===== src/rtl/dbus_arbiter_pkg.sv =====
// Shared types for the data-bus arbiter.
//   dbus_req_t / dbus_resp_t : the data-bus request and response records.
//   arb_state_t              : arbiter FSM encoding (IDLE, ADDR, DATA).
//   req_idx_t                : requester index for the default requester count.
//   idx_width()              : index width for an arbitrary requester count.
package dbus_arbiter_pkg;

  localparam int DBUS_AW = 64;
  localparam int DBUS_DW = 64;
  localparam int DBUS_SW = 8;

  typedef struct packed {
    logic               valid;
    logic [DBUS_AW-1:0] addr;
    logic [2:0]         size;
    logic [DBUS_SW-1:0] strobe;
    logic [DBUS_DW-1:0] data;
  } dbus_req_t;

  typedef struct packed {
    logic               addr_ok;
    logic               data_ok;
    logic [DBUS_DW-1:0] data;
  } dbus_resp_t;

  typedef enum logic [1:0] {
    IDLE = 2'd0,
    ADDR = 2'd1,
    DATA = 2'd2
  } arb_state_t;

  localparam int NUM_REQ_DEFAULT = 2;

  typedef logic [$clog2(NUM_REQ_DEFAULT)-1:0] req_idx_t;

  // Width of a requester index; at least one bit so a single requester still
  // has a legal index type.
  function automatic int idx_width(input int n);
    return (n > 1) ? $clog2(n) : 1;
  endfunction

endpackage


===== src/rtl/dbus_arbiter_rr_picker.sv =====
// Combinational round-robin picker.
//   valid : one request-valid bit per requester
//   ptr   : index with highest priority this round
//   idx   : first valid index found scanning upward from ptr (wrapping)
//   found : at least one requester is valid
module dbus_arbiter_rr_picker #(
  parameter int N  = 2,
  parameter int IW = 1
) (
  input  logic [N-1:0]  valid,
  input  logic [IW-1:0] ptr,
  output logic [IW-1:0] idx,
  output logic          found
);

  always_comb begin
    int          ci;
    logic [IW-1:0] c;
    ci    = 0;
    c     = '0;
    idx   = '0;
    found = 1'b0;
    for (int k = 0; k < N; k++) begin
      // Candidate = (ptr + k) mod N, kept in int range before narrowing.
      ci = int'(ptr) + k;
      if (ci >= N) ci = ci - N;
      c = IW'(ci);
      if (!found && valid[c]) begin
        found = 1'b1;
        idx   = c;
      end
    end
  end

endmodule


===== src/rtl/dbus_arbiter.sv =====
// Round-robin arbiter sharing one data bus among NUM_REQ requesters
// (index 0 is the memory stage).
//   clk, resetn : clock, asynchronous active-low reset
//   ireqs       : per-requester requests
//   oresps      : per-requester responses (only the granted one is non-zero)
//   oreq        : request driven to the shared bus
//   iresp       : response from the shared bus
//   dbg_state   : current FSM state
//   dbg_ptr     : round-robin priority pointer
//   dbg_sel     : currently / last granted requester
//
// Handshake: a requester holds valid and its request stable until it sees
// data_ok or until it drops valid. The bus side sees oreq.valid held until
// data_ok; addr_ok marks address acceptance, data_ok marks completion (both
// may arrive in the same cycle).
module dbus_arbiter
  import dbus_arbiter_pkg::*;
#(
  parameter int NUM_REQ = 2,
  localparam int IW     = idx_width(NUM_REQ)
) (
  input  logic          clk,
  input  logic          resetn,
  input  dbus_req_t     ireqs  [NUM_REQ],
  output dbus_resp_t    oresps [NUM_REQ],
  output dbus_req_t     oreq,
  input  dbus_resp_t    iresp,
  output arb_state_t    dbg_state,
  output logic [IW-1:0] dbg_ptr,
  output logic [IW-1:0] dbg_sel
);

  arb_state_t    state_q, state_d;
  logic [IW-1:0] ptr_q, sel_q;
  dbus_req_t     req_q;

  logic [NUM_REQ-1:0] valid_vec;
  logic [IW-1:0]      pick;
  logic               found;
  logic               sel_valid;
  logic               done;
  logic [IW-1:0]      next_ptr;

  always_comb begin
    valid_vec = '0;
    for (int i = 0; i < NUM_REQ; i++) valid_vec[i] = ireqs[i].valid;
  end

  dbus_arbiter_rr_picker #(
    .N  (NUM_REQ),
    .IW (IW)
  ) u_rr_picker (
    .valid (valid_vec),
    .ptr   (ptr_q),
    .idx   (pick),
    .found (found)
  );

  // Only the valid bit of the granted requester is looked at after grant.
  assign sel_valid = ireqs[sel_q].valid;
  assign next_ptr  = (sel_q == IW'(NUM_REQ - 1)) ? '0 : sel_q + 1'b1;

  // State register
  always_ff @(posedge clk or negedge resetn) begin
    if (!resetn) state_q <= IDLE;
    else         state_q <= state_d;
  end

  // Next-state logic; done flags a completion or an abandon.
  always_comb begin
    state_d = state_q;
    done    = 1'b0;
    case (state_q)
      IDLE: if (found) state_d = ADDR;
      ADDR: begin
        if (iresp.addr_ok && iresp.data_ok) begin
          state_d = IDLE;
          done    = 1'b1;
        end else if (iresp.addr_ok) begin
          // addr_ok beats a same-cycle withdrawal: the transfer must drain.
          state_d = DATA;
        end else if (!sel_valid) begin
          state_d = IDLE;
          done    = 1'b1;
        end
      end
      DATA: begin
        if (iresp.data_ok) begin
          state_d = IDLE;
          done    = 1'b1;
        end
      end
      default: state_d = IDLE;
    endcase
  end

  // Grant bookkeeping: winner index, latched request, rotating pointer.
  always_ff @(posedge clk or negedge resetn) begin
    if (!resetn) begin
      ptr_q <= '0;
      sel_q <= '0;
      req_q <= '0;
    end else begin
      if (state_q == IDLE && found) begin
        sel_q <= pick;
        req_q <= ireqs[pick];
      end
      if (done) ptr_q <= next_ptr;
    end
  end

  // Outputs: purely from state so an async reset clears them at once.
  always_comb begin
    oreq = '0;
    for (int i = 0; i < NUM_REQ; i++) oresps[i] = '0;
    if (state_q != IDLE) begin
      oreq       = req_q;
      oreq.valid = 1'b1;
      oresps[sel_q].addr_ok = iresp.addr_ok && (state_q == ADDR);
      // A requester that dropped valid (flushed) must not see data_ok.
      oresps[sel_q].data_ok = iresp.data_ok && sel_valid;
      oresps[sel_q].data    = iresp.data;
    end
  end

  assign dbg_state = state_q;
  assign dbg_ptr   = ptr_q;
  assign dbg_sel   = sel_q;

endmodule

===== config.mk =====
export PLATFORM = sky130hd
export DESIGN_NAME = dbus_arbiter
export DESIGN_NICKNAME = d
export VERILOG_FILES = /design/src/rtl/dbus_arbiter_pkg.sv /design/src/rtl/dbus_arbiter_rr_picker.sv /design/src/rtl/dbus_arbiter.sv
export SDC_FILE = /design/constraint.sdc
export NUM_CORES = 1
export LEC_CHECK = 0
export ABC_AREA = 1
export CORE_AREA = 2 2 240 242
export CTS_CLUSTER_SIZE = 24
export DETAILED_ROUTE_END_ITERATION = 7
export DIE_AREA = 0 0 242 244
export PLACE_DENSITY_LB_ADDON = 0.12
export SYNTH_ARGS = -nofsm -noshare
export SYNTH_HDL_FRONTEND = slang
export SYNTH_SLANG_ARGS = --single-unit

===== constraint.sdc =====
create_clock -name clk -period 1.9 [get_ports clk]
set_clock_uncertainty 0.15 [all_clocks]
set_input_delay 0.38 -clock clk [delete_from_list [all_inputs] [get_ports clk]]
set_output_delay 0.38 -clock clk [all_outputs]
set_load 0.01 [all_outputs]

Word-level counts from Yosys, hierarchy flattened
Cells that the tools add are included.

word-level totals
  register bits = 143
  input bits = 348
  output and inout port bits = 276
  logic and storage cells = 74

cells by class
  add/subtract/negate cells = 4
  magnitude comparators = 7
  equal/unequal tests = 5
  multiplexer cells = 38
  bitwise operators = 3
  reduce and logical (&&, ||, !) cells = 10

operator list
  cell                                                               number
  two-way mux 140 bit                                                4
  two-way mux 139 bit                                                3
  bitwise mux 132 bit                                                2
  demux 66 bit (select 1 bit)                                        3
  AND 132 bit                                                        1
  two-way mux 132 bit                                                1
  two-way mux 66 bit                                                 1
  two-way mux 65 bit                                                 1
  two-way mux 64 bit                                                 1
  two-way mux 1 bit                                                  15
  two-way mux 2 bit                                                  5
  greater-or-equal comparator 2 bit, second input constant           3
  logical AND 1 bit                                                  6
  one-hot mux 2 bit (3 select lines)                                 1
  < comparator 1 x 2 -> 1 bit, second input constant                 2
  != test 2 bit, second input constant                               2
  != test 4 bit, second input constant                               1
  NOT 1 -> 2 bit                                                     2
  AND reduction 3 bit                                                1
  adder 1 x 1 -> 2 bit, second input constant                        1
  == test 2 x 1 -> 1 bit, second input constant                      1
  == test 2 bit, second input constant                               1
  greater-or-equal comparator 1 x 2 -> 1 bit, second input constant  1
  zero test 2 bit                                                    1
  other kinds (6)                                                    7

Depth between registers and ports, before layout
  word-level depth = 12
  mapped depth = 9
  mapped depth without buffers = 8

Modules after synthesis
Synthesis repeated with hierarchy kept, for this count alone.

unflattened totals
  cell total of the unflattened synthesis = 1171
  area total of the unflattened synthesis = 8215.4 um2

modules (own cells, without submodules)
  module                  instances  cells an instance  area each (um2)  sequential area each (um2)
  dbus_arbiter            1          1167               8196.6           3578.4
  dbus_arbiter_rr_picker  1          4                  18.8             0.0

Worst setup path after synthesis
OpenSTA, ideal clock, no wires.

  kind = register to output
  start point = reg state_q[0] (netlist: dbg_state[0])
  end point = out oresps[25] (netlist name)
  arrival = 1548 ps
  required time = 1370 ps
  setup slack = -178 ps
  cell stages (with the launch flop) = 9
  buffers on the path = 3
  cell sequence = dfrtp_1 > inv_1 > ha_1 > buf_2 > inv_1 > nand2_1 > buf_2 > buf_2 > nor2_1

RTL lines
  item                    RTL line            RTL
  start, declared         dbus_arbiter.sv:33  arb_state_t state_q, state_d;
  start signal, assigned  dbus_arbiter.sv:66  else state_q <= state_d;
  end, declared           dbus_arbiter.sv:25  output dbus_resp_t oresps [NUM_REQ],

==> results.toml <==
[power_and_ir_drop]
clkPwrFrac_pct = 13.4
p_switching_mw = 11.30
p_leak_nw = 10.11
ir_drop_uv = 550.5
power_frac_seq_pct = 20.5
p_int_mw = 15.14
swShare_pct = 42.73
combPwrFrac_pct = 66.1
p_per_area_nw_per_um2 = 1407

[setup_path]
critPathRequiredTime_ns = 1.37
crit_chain = "inv_2, ha_4, clkinv_8, nand2_4, buf_6, nor2_4, dlygate4sd2_1"
worst_path_largest_cell_delay_ns = 0.39
criticalPathCategory = "flop to output pin"
cp.arrival_ns = 1.90
crit_path_max_fanout = 7
path_delay_family = "buffers and inverters"
startpoint = "dbg_state[0]$_DFFE_PN0P_"
critPathLaunchType = "flop"
cp_num_buf_inv = 4
endpoint_kind = "output pin"
crit_slowest_cell = "dfrtp_1"
reg2reg_from = "dbg_state[0]$_DFFE_PN0P_"

[timing]
tightest_slew_ns = 0.4533
holdWs_ns = 0.2430
fmax_mhz = 411.3
fin_ws_ns = -0.5315
period_share_pct = 128.0
slew-limit-headroom_pct = 69.46
slew_violations = 0
finalSetupViolations = 415
setup_tns_ns = -129.19
min_period_ns = 2.432
rsz0062_at_grt = "yes"
finalHoldViolCount = 0

[yosys]
synth_common_cells = "inv_1 (349), nand2_1 (298), nor2_1 (272)"
synth-edff-count = 0
ys_seq_area_share_pct = 39.28
async_flop_share_pct = 100.0
syn_area_um2 = 9110
synth_top_cell_area_share_pct = 39.28
synth_cells = 1447
synth_ff_type = "dfrtp_1"
yosysTopAreaCell = "dfrtp_1"
syn_nets = 1798
synth_warnings = 0
ys_seq_elements = 143
synth_area_leaders = "dfrtp_1 (39%), inv_1 (14%), nand2_1 (12%)"
synth.avg_cell_area_um2 = 6.296
yosysMostFrequentCell = "inv_1"
ys_types = 21

[die]
initial_core_util_pct = 16.22
die_x_um = 242
die_area_um2 = 59050
die_h_um = 244
core_um2 = 56170
ios = 624
rows = 87

[finish]
syn2layout_area_growth_pct = 106.2
stdcell_area_um2 = 18790
final_layout_size_suffix_gt1_share_pct = 23.95
final_cells = 2940
fill_cells = 6123
num-nets-final = 2523
antennaDiodeCount = 0

[clock_tree]
cts_root_buffer = "clkbuf_16"
cts_buffers = 17
cts_sinks = 143
h-tree-depth = 4
clock_latency_ns = 0.44
clock_path_buffers = 2
clkTransAtPathRegs_ns = 0.06
cts_tree = "yes"

[routing]
avgViaCountPerCell = 3.773
drc = 0
wl_per_cell_um = 16.49
ant_nets = 0
vias = 11090
drt_iter0_drc = 347
drt_pre_antenna_iters = 5
routed_wl_mm = 48.49

[global_routing]
grt_max_degree = 59
gr-usage-met3_pct = 4.478
grt_pass1_vias = 10630
track_usage_pct = 15.18
grt_overflow = 0
antenna_found_initial = 6
use_met1_pct = 15.99
grt_pass1_wl_mm = 67.20
grt_busiest_layer = "met2"
grt_use_met2_pct = 29.44

[run]
cap_violations = 0

[place]
gp_congestion = 0.8938
hpwlAfterDp_mm = 37.06
io_buffers = 623
dp_cells = 2825
placed_area_um2 = 17240

[status]
status = "finished, violations left"
violations = "setup timing"

[hold_path]
min_path_type = "input pin to asynchronous set/reset pin"
per-stage QoR:
step / setup WS (ns) / util, % / power, mW
global route: -0.6293 / 33.44 / 28.50
finish: -0.5315 / 33.44 / 26.44
CTS: -0.7704 / 32.13 / 24.81
global placement: -0.8454 / 30.70 / 20.80
floorplan: -0.05639 / - / 12.87
detailed placement: -0.8124 / 30.70 / 20.88
worst register-to-register path: stages (launching register included):
cell	delay, ns
dfrtp_1	0.37
inv_2	0.06
ha_4	0.20
buf_4	0.15
buf_12	0.14
buf_4	0.14
buf_8	0.12
nand2_8	0.19
buf_4	0.29
o21ai_0	0.14
routing by layer:
metal / vias to the layer above / share of wire, % / wire [um]
li1: 5682 / - / -
met2: 344 / 54 / 26280
met3: 35 / 6.2 / 2998
met4: 10 / 1.1 / 525
met5: - / 0.14 / 68
met1: 5021 / 38 / 18610
area by class of cell:
class                   count  area [um^2]  share of cell area (%)
clock buffers              22        474.2                   2.524
clock inverters             9        133.9                  0.7127
inverters                 351         1330                   7.080
multi-input cells         866         4533                   24.13
flip-flops and latches    143         3580                   19.06
well taps                 756        945.9                   5.035
repair buffers            793         7789                   41.46
worst paths after layout:
path	end	slack (ns)	depth (start not counted)
worst max-delay path	oresps[95]	-0.53	7
worst min-delay path	req_q[114]$_DFFE_PN0P_	0.24	2
worst max register to register	req_q[118]$_DFFE_PN0P_	-0.19	9
worst min register to register	req_q[107]$_DFFE_PN0P_	0.33	2
max in group asynchronous	dbg_sel$_DFFE_PN0P_	0.76	3
min in group clk	req_q[107]$_DFFE_PN0P_	0.33	2
sequential cells by signal, summed over array words and instances (netlist names):
name       cells
req_q        139
dbg_ptr        1
dbg_sel        1
dbg_state      2
placed cells by master, fill, tap and decap left out, types with 3 or more instances in the layout:
| master | synthesis | final |
|---|---|---|
| buf_12 | 0 | 26 |
| clkbuf_16 | 0 | 29 |
| nor2_1 | 272 | 151 |
| nor2_4 | 0 | 94 |
| buf_6 | 16 | 76 |
| buf_2 | 28 | 49 |
| nand2_1 | 298 | 295 |
| nor2_2 | 1 | 28 |
| clkbuf_2 | 1 | 65 |
| clkinvlp_4 | 0 | 4 |
| inv_1 | 349 | 345 |
| clkdlybuf4s50_1 | 0 | 350 |
| clkbuf_8 | 0 | 3 |
| nand2_4 | 1 | 4 |
| inv_2 | 2 | 5 |
| buf_16 | 0 | 4 |
| bufinv_16 | 0 | 3 |
| nand3_1 | 4 | 4 |
| buf_4 | 15 | 112 |
| dfrtp_1 | 143 | 142 |
| dlygate4sd2_1 | 0 | 47 |
| nand2_8 | 0 | 3 |
| dlymetal6s2s_1 | 0 | 40 |
| buf_8 | 1 | 11 |
| o21ai_0 | 211 | 210 |
| o21ai_1 | 69 | 70 |
logic make-up (layout without fill, tap and decap cells):
kind of cell    Yosys count  count (layout)  share of synthesized area (%)
flops                   143             143                          39.28
buf+inv                 441            1175                          20.63
simple gates            578             581                          24.04
fa+ha+maj                 3               3                         0.4121
compound gates          282             282                          15.64
power by group through the flow:
stage	logic [mW]	registers [mW]	clock network (mW)
2_1_floorplan	7.61	5.26	0
3_3_place_gp	15.4	5.39	0
3_5_place_dp	15.4	5.44	0
4_1_cts	15.7	5.41	3.73
5_1_grt	19.1	5.61	3.84
6_report	17.5	5.41	3.55
what timing repair did:
item | CTS | global route
hold buffers | 1 | 0
setup buffers | 15 | 52
gates cloned | 5 | 17
gates resized for setup | 403 | 537
pin swaps | 3 | 9
endpoints found under the hold margin | 57 | 0
endpoints found under the setup margin | 415 | 415
No activity file was read; power rests on OpenSTA's default activity.
